--- config.mk ---
export PLATFORM = sky130hd
export DESIGN_NAME = fifo_byte_packer
export DESIGN_NICKNAME = d
export VERILOG_FILES = /design/src/rtl/fifo_pack_pkg.sv /design/src/rtl/fifo_byte_packer.sv
export SDC_FILE = /design/constraint.sdc
export NUM_CORES = 1
export LEC_CHECK = 0
export CORE_MARGIN = 4
export CORE_UTILIZATION = 45
export DETAILED_ROUTE_END_ITERATION = 6
export GPL_TIMING_DRIVEN = 0
export PLACE_DENSITY = 0.87
export SETUP_SLACK_MARGIN = 0.5
export SLEW_MARGIN = 20
export SYNTH_ARGS = -nofsm -noshare
export SYNTH_HDL_FRONTEND = slang
export SYNTH_SLANG_ARGS = --single-unit
--- constraint.sdc ---
create_clock -name clk -period 2.1 [get_ports clk]
set_clock_uncertainty 0.1 [all_clocks]
set_input_delay 0.42 -clock clk [delete_from_list [all_inputs] [get_ports clk]]
set_output_delay 0.42 -clock clk [all_outputs]
set_load 0.03 [all_outputs]
--- src/rtl/fifo_pack_pkg.sv ---
// Shared types and sizing for the byte-to-word packer.
package fifo_pack_pkg;

   localparam int unsigned BYTES_PER_WORD = 4;
   localparam int unsigned WORD_W         = 32;
   localparam int unsigned CNT_W          = $clog2(BYTES_PER_WORD + 1);

   typedef enum logic [1:0] {
      IDLE = 2'd0,
      FILL = 2'd1,
      EMIT = 2'd2
   } state_e;

endpackage

--- src/rtl/fifo_byte_packer.sv ---
// Packs bytes from a registered-output FIFO into 32-bit words, emitting partial
// words on flush or after an idle timeout.
module fifo_byte_packer
   import fifo_pack_pkg::*;
#(
   parameter int unsigned TIMEOUT = 16
) (
   input  logic              clk,
   input  logic              rst_n,
   input  logic              fifo_empty,
   input  logic [7:0]        fifo_dout,
   output logic              fifo_rd_en,
   input  logic              flush,
   output logic              out_valid,
   input  logic              out_ready,
   output logic [WORD_W-1:0] out_data,
   output logic [3:0]        out_keep,
   output logic              busy
);

   localparam int unsigned IDLE_W = (TIMEOUT == 0) ? 1 : $clog2(TIMEOUT + 1);
   localparam logic [IDLE_W-1:0] IDLE_MAX  = IDLE_W'(TIMEOUT);
   localparam logic [IDLE_W-1:0] IDLE_LAST = IDLE_W'((TIMEOUT == 0) ? 0 : (TIMEOUT - 1));

   state_e                    state_q, state_d;
   logic [CNT_W-1:0]          count_q, count_d;
   logic                      pend_q, pend_d;
   logic                      flush_req_q, flush_req_d;
   logic [IDLE_W-1:0]         idle_q, idle_d;
   logic [WORD_W-1:0]         data_q, data_d;
   logic [BYTES_PER_WORD-1:0] keep_q, keep_d;
   logic                      valid_q, valid_d;
   logic                      busy_q, busy_d;

   logic [CNT_W-1:0]          count_cap;
   logic                      rd_en_c;
   logic                      idle_cond;
   logic                      timeout_hit;

   // Pop only while collecting and when the byte will still fit in the word.
   assign rd_en_c = rst_n && (state_q != EMIT) && !fifo_empty && !flush_req_q &&
                    ((4'(count_q) + 4'(pend_q) + 4'd1) <= 4'(BYTES_PER_WORD));

   assign idle_cond   = (state_q == FILL) && (count_q != '0) && fifo_empty && !pend_q;
   assign timeout_hit = (TIMEOUT != 0) && idle_cond && (idle_q == IDLE_LAST);
   assign count_cap   = count_q + CNT_W'(pend_q);

   always_comb begin
      state_d     = state_q;
      count_d     = count_q;
      pend_d      = rd_en_c;
      flush_req_d = flush_req_q;
      idle_d      = idle_q;
      data_d      = data_q;
      keep_d      = keep_q;

      if (state_q == EMIT) begin
         pend_d = 1'b0;
         if (out_ready) begin
            state_d = IDLE;
            count_d = '0;
            data_d  = '0;
            keep_d  = '0;
            idle_d  = '0;
         end
      end else begin
         if (flush) flush_req_d = 1'b1;

         if (pend_q) begin
            data_d[{count_q[1:0], 3'b000} +: 8] = fifo_dout;
            keep_d[count_q[1:0]]                = 1'b1;
            count_d                             = count_cap;
            idle_d                              = '0;
         end else if (idle_cond && (idle_q != IDLE_MAX)) begin
            idle_d = idle_q + IDLE_W'(1);
         end

         // A completed word takes priority over flush and timeout.
         if (count_cap == CNT_W'(BYTES_PER_WORD)) begin
            state_d = EMIT;
         end else if (flush_req_q && !pend_q) begin
            if (count_q != '0) begin
               state_d = EMIT;
            end else begin
               state_d     = IDLE;
               flush_req_d = flush;
            end
         end else if (timeout_hit) begin
            state_d = EMIT;
         end else begin
            state_d = ((count_cap != '0) || rd_en_c) ? FILL : IDLE;
         end

         if (state_d == EMIT) begin
            flush_req_d = 1'b0;
            idle_d      = '0;
         end
      end

      valid_d = (state_d == EMIT);
      busy_d  = (state_d != IDLE) || pend_d;
   end

   always_ff @(posedge clk or negedge rst_n) begin
      if (!rst_n) begin
         state_q     <= IDLE;
         count_q     <= '0;
         pend_q      <= 1'b0;
         flush_req_q <= 1'b0;
         idle_q      <= '0;
         data_q      <= '0;
         keep_q      <= '0;
         valid_q     <= 1'b0;
         busy_q      <= 1'b0;
      end else begin
         state_q     <= state_d;
         count_q     <= count_d;
         pend_q      <= pend_d;
         flush_req_q <= flush_req_d;
         idle_q      <= idle_d;
         data_q      <= data_d;
         keep_q      <= keep_d;
         valid_q     <= valid_d;
         busy_q      <= busy_d;
      end
   end

   assign fifo_rd_en = rd_en_c;
   assign out_valid  = valid_q;
   assign out_data   = data_q;
   assign out_keep   = keep_q;
   assign busy       = busy_q;

endmodule

After elaboration in Yosys (flattened, before gate mapping)
Cells that the tools add are included.
- input port bits: 13
- logic and storage cells: 83
- register bits after elaboration: 50
- ROM bits: 0
- memories kept: 0
- RAM bits: 0
- bits in latches: 0
- reduce and logical (&&, ||, !) cells: 23
- bitwise operators: 1
- equal/unequal tests: 9
- multipliers: 0
- divide/modulo/power cells: 0
- $add $sub $neg: 5
- shift operators: 2
- magnitude comparators: 3
- muxes and demuxes: 31
- operators with widths (cell ; count):
    $mux W32 ; 3
    $bwmux W32 ; 1
    $shift A8 B7 Y32 const A ; 1
    $shiftx A8 B7 Y32 ; 1
    $mux W5 ; 5
    $mux W2 ; 7
    $mux W4 ; 3
    $logic_and A1 B1 Y1 ; 11
    $mux W3 ; 3
    $mux W1 ; 8
    $neg A5 Y7 ; 1
    $eq A2 B2 Y1 const B ; 3
    $reduce_bool A3 Y1 ; 2
    $add A5 B1 Y5 const B ; 1
    $eq A5 B4 Y1 const B ; 1
    $ne A5 B5 Y1 const B ; 1
    $add A3 B1 Y4 ; 1
    $add A4 B1 Y4 const B ; 1
    $le A4 B3 Y1 const B ; 1
    $ne A2 B2 Y1 const B ; 2
    $or A4 B4 Y4 ; 1
    $reduce_and A2 Y1 ; 2
    $reduce_bool A2 Y1 ; 2
    $reduce_bool A4 Y1 ; 1
    8 further kinds ; 11

Logic depth before layout (Yosys ltp)
Gate-level depths: netlist (run 1).
- depth in word-level cells: 14
- mapped depth: 9
- gate-level depth less buffers: 8

Worst setup path before layout (run 1)
OpenSTA, ideal clock, no wires.
- path type: register -> output
- start: reg count_q[0]
- end: out fifo_rd_en
- required time: 1.580 ns
- setup slack: -0.402 ns
- cell stages (with the launch flop): 8
- arrival: 1.982 ns
- path through: dfrtp_1 -> inv_1 -> ha_1 -> inv_1 -> ha_1 -> nor2b_1 -> o211ai_1 -> a31oi_1
- longest elaborated chain between the ends: 4
- RTL lines (element ; line ; RTL):
    start, declared ; fifo_byte_packer.sv:26 ; logic [CNT_W-1:0] count_q, count_d;
    start signal, assigned ; fifo_byte_packer.sv:117 ; count_q <= count_d;
    $add A3 B1 Y4 ; fifo_byte_packer.sv:42 ; ((4'(count_q) + 4'(pend_q) + 4'd1) <= 4'(BYTES_PER_WORD));
    $add A4 B1 Y4 ; fifo_byte_packer.sv:42 ;
    $le A4 B3 Y1 ; fifo_byte_packer.sv:42 ;
    $logic_and A1 B1 Y1 ; fifo_byte_packer.sv:41 ; assign rd_en_c = rst_n && (state_q != EMIT) && !fifo_empty && !flush_req_q &&
    end, declared ; fifo_byte_packer.sv:12 ; output logic fifo_rd_en,
Every way passes these cells.

Worst setup path in the final report (run 1)
- start: reg pend_q
- end: out fifo_rd_en
- longest elaborated chain between the ends: 4
- RTL lines (element ; line ; RTL):
    start, declared ; fifo_byte_packer.sv:27 ; logic pend_q, pend_d;
    start signal, assigned ; fifo_byte_packer.sv:118 ; pend_q <= pend_d;
    $add A3 B1 Y4 ; fifo_byte_packer.sv:42 ;
    $add A4 B1 Y4 ; fifo_byte_packer.sv:42 ;
    $le A4 B3 Y1 ; fifo_byte_packer.sv:42 ;
    $logic_and A1 B1 Y1 ; fifo_byte_packer.sv:41 ;
Every way passes these cells.

==> results of run 1 <==
-- kinds of logic (layout without fill, tap and decap cells) --
| kind of cell | Yosys count | count (layout) | synth area share [%] |
|---|---|---|---|
| AND/OR/NAND/NOR | 75 | 75 | 16.7 |
| adder cells (fa/ha/maj) | 13 | 13 | 6.58 |
| AO/OA/AOI/OAI | 68 | 68 | 19.5 |
| multiplexers | 1 | 1 | 0.405 |
| flip-flops | 50 | 50 | 50.6 |
| XOR/XNOR | 2 | 2 | 0.709 |
| buffers and inverters | 30 | 138 | 5.47 |
-- cell type report --
class,count,area (µm²)
clock inverter,3,28.8
multi-input combinational,159,1550
tap,70,87.6
clock buffer,5,68.8
fill,284,1150
timing repair buffer,100,890
inverter,22,95.1
buffer,8,86.3
sequential,50,1250
-- final timing paths --
kind	slack, ns	cells past startpoint	startpoint	end
max	-0.39	9	pend_q$_DFF_PN0_	fifo_rd_en
max reg2reg	-0.36	13	pend_q$_DFF_PN0_	state_q[0]$_DFF_PN0_
max in group asynchronous	1.42	2	rst_n	out_data[3]$_DFFE_PN0P_
min reg2reg	0.39	2	out_data[6]$_DFFE_PN0P_	out_data[6]$_DFFE_PN0P_
min	-0.003	3	rst_n	state_q[0]$_DFF_PN0_
min in group clk	0.39	2	out_data[6]$_DFFE_PN0P_	out_data[6]$_DFFE_PN0P_
-- metrics by stage --
step / setup slack [ns] / hold slack (ns) / TNS, ns / instance area [µm²]
after floorplan: 0.0809 / 0.0244 / 0 / 2530
after global placement: -2.37 / 0.366 / -54.29 / 3120
after detailed placement: -0.969 / 0.366 / -5.57 / 3140
after CTS: -0.292 / 0.0241 / -0.803 / 3720
after global routing: -0.443 / -0.00695 / -2.80 / 4060
final: -0.389 / -0.00344 / -1.90 / 4060
-- flip-flops by register name, summed over array words and instances, names as in the netlist --
name         cells
flush_req_q      1
out_valid        1
count_q          3
idle_q           5
pend_q           1
out_data        32
out_keep         4
state_q          2
busy             1
-- layer usage --
metal | routed length (µm) | global-route usage [%]
met1 | 3780 | 32.7
met2 | 4760 | 42.8
met3 | 616 | 4.12
met4 | 326 | 14.0
met5 | 0 | 0
-- cells in the final DEF, fill, tap and decap left out, types with 4 or more instances in the layout --
cell type and count:
a22o_1 11, nand2_4 4, nand2_2 16, nand2_1 21, clkdlybuf4s50_1 11, ha_1 4, inv_1 18, buf_6 26
o22ai_1 5, buf_4 25, o21ai_2 22, clkdlybuf4s15_1 9, nand3_2 7, buf_8 4, dfrtp_1 48, clkbuf_2 24
clkbuf_8 5, ha_4 9, a21oi_2 4, a31oi_4 5, clkdlybuf4s15_2 4
-- worst max-delay path, stage by stage (launching register included) --
cell      delay [ns]
dfrtp_1         0.43
buf_6           0.14
inv_4           0.06
ha_4            0.13
inv_4           0.04
ha_4            0.20
nor2b_1         0.10
o211ai_1        0.17
a31oi_4         0.21
buf_6           0.16
-- power breakdown --
| group | switching [µW] | internal, µW |
|---|---|---|
| Sequential | 128 | 1120 |
| Combinational | 1440 | 1140 |
| Clock | 381 | 250 |
| Total | 1950 | 2510 |
-- timing repair --
item                                    4_1_cts  5_1_grt
gates cloned                                  1        0
hold buffers                                  2        0
endpoints found under the hold margin        25        0
gates resized for setup                     130      134
pin swaps                                    18       12
setup buffers                                30       15
endpoints found under the setup margin       83       80
==> impl_metrics.py, run 1 <==
metrics = {
    "detailed_routing": {
        "dr.pass1.iters": 4,
        "vias_per_cell": 6.13,
        "drc_errors": 0,
        "routed_wl_um": 9480,
        "antenna_left": 0,
        "wl_per_cell_um": 22.7,
        "num_vias": 2555,
        "dr.first_iter.drc_count": 206,
    },
    "die": {
        "start_util_pct": 47.5,
        "coreArea_um2": 5200,
        "die_w_um": 82.1,
        "io_pins": 52,
        "rows": 26,
        "die_h_um": 82.1,
        "die_area_um2": 6740,
    },
    "timing": {
        "max_freq_mhz": 402,
        "finalCriticalPeriod_ns": 2.49,
        "final-setup-viol-count": 12,
        "layout_setup_ws_ns": -0.389,
        "fin_crit_sh_pct": 119,
        "final_max_slew_viol_count": 0,
        "rsz0062_at_grt": "yes",
        "tightest_slew_ns": 0.569,
        "fin_hold_ws_ns": -0.00344,
        "final_hold_viol_count": 5,
        "slew_headroom_pct": 62.1,
    },
    "place": {
        "hpwl_um": 4360,
        "gp_congestion": 0.810,
        "dpl.cell_count": 361,
        "portBuffers": 51,
    },
    "grt": {
        "antenna_found_initial": 0,
        "grt_max_degree": 26,
        "gr-total-overflow": 0,
        "grt_pass1_wl_um": 13000,
        "grt.total_usage_pct": 26.0,
        "grt_pass1_vias": 2473,
    },
    "logic_synthesis": {
        "syn_inst": 239,
        "yosysSeqAreaShare_pct": 50.6,
        "synthTopCellsByArea": "dfrtp_1 51%, ha_1 6.6%, nand2_1 6.2%",
        "synth.distinct_cells": 45,
        "synth.net_count": 265,
        "syn_area_um2": 2470,
        "synth_area_per_cell_um2": 10.3,
        "synthArstFlopShare_pct": 100,
        "synthFlopType": "dfrtp_1",
        "yosysTopAreaCell": "dfrtp_1",
        "synth.most_common_cell": "dfrtp_1",
        "netlist_top_cells_count": "50 x dfrtp_1, 41 x nand2_1, 22 x inv_1, 20 x o21ai_0, 13 x ha_1",
        "synth_top_area_share_pct": 50.6,
        "synth_warnings": 0,
        "synth_edf_count": 0,
        "ys_seq_elements": 50,
    },
    "finish": {
        "final_cells": 417,
        "nNetsFinal": 372,
        "area_growth_pct": 64.0,
        "final_core_util_pct": 77.9,
        "drive_gt1_share_pct": 53.3,
        "antennaDiodeCount": 0,
    },
    "power": {
        "ir_drop_v": 0.000619,
        "power.total_uw": 4460,
        "p_leak_uw": 0.00183,
        "powerDensity_nw_per_um2": 1100,
    },
    "critical_path": {
        "worstSetupPathType": "flip-flop to output port",
        "crit_fanout": 2,
        "cp.arrival_ns": 1.97,
        "critPathRequiredTime_ns": 1.58,
        "startpoint_type": "flip-flop",
        "worst_setup_path_end_kind": "output port",
    },
    "status": {
        "violations": "negative hold slack, negative setup slack",
        "status": "finished, violations left",
    },
    "clocking": {
        "numCtsBuffers": 5,
        "h-tree-depth": 2,
        "clkLatencyLatePin_ns": 0.33,
        "clkSinkCount": 50,
        "cts_tree": "done",
        "cts.reportedPaths.clkPinSlew_ns": 0.11,
        "cts-root-buf": "clkbuf_8",
        "clockBufferDepth": 2,
    },
    "job": {
        "max_cap_viol_count": 0,
    },
    "worst_hold_path": {
        "hold_path_class": "input port to async pin",
    },
}
Power figures use the tool's default switching activity.
==> run 2, diff against run 1 <==
--- a/config.mk
+++ b/config.mk
@@ -7,6 +7,7 @@
 export LEC_CHECK = 0
 export CORE_MARGIN = 4
 export CORE_UTILIZATION = 45
+export CTS_BUF_LIST = sky130_fd_sc_hd__clkbuf_2 sky130_fd_sc_hd__clkbuf_4 sky130_fd_sc_hd__clkbuf_8
 export DETAILED_ROUTE_END_ITERATION = 6
 export GPL_TIMING_DRIVEN = 0
 export PLACE_DENSITY = 0.87
==> results of run 2 <==
Final layout, timing and power as in run 1 (identical DEF).
==> run 3, diff against run 2 <==
--- a/config.mk
+++ b/config.mk
@@ -7,7 +7,7 @@
 export LEC_CHECK = 0
 export CORE_MARGIN = 4
 export CORE_UTILIZATION = 45
-export CTS_BUF_LIST = sky130_fd_sc_hd__clkbuf_2 sky130_fd_sc_hd__clkbuf_4 sky130_fd_sc_hd__clkbuf_8
+export CTS_CLUSTER_SIZE = 25
 export DETAILED_ROUTE_END_ITERATION = 6
 export GPL_TIMING_DRIVEN = 0
 export PLACE_DENSITY = 0.87
==> results of run 3 <==
Final layout, timing and power as in run 1 (identical DEF).
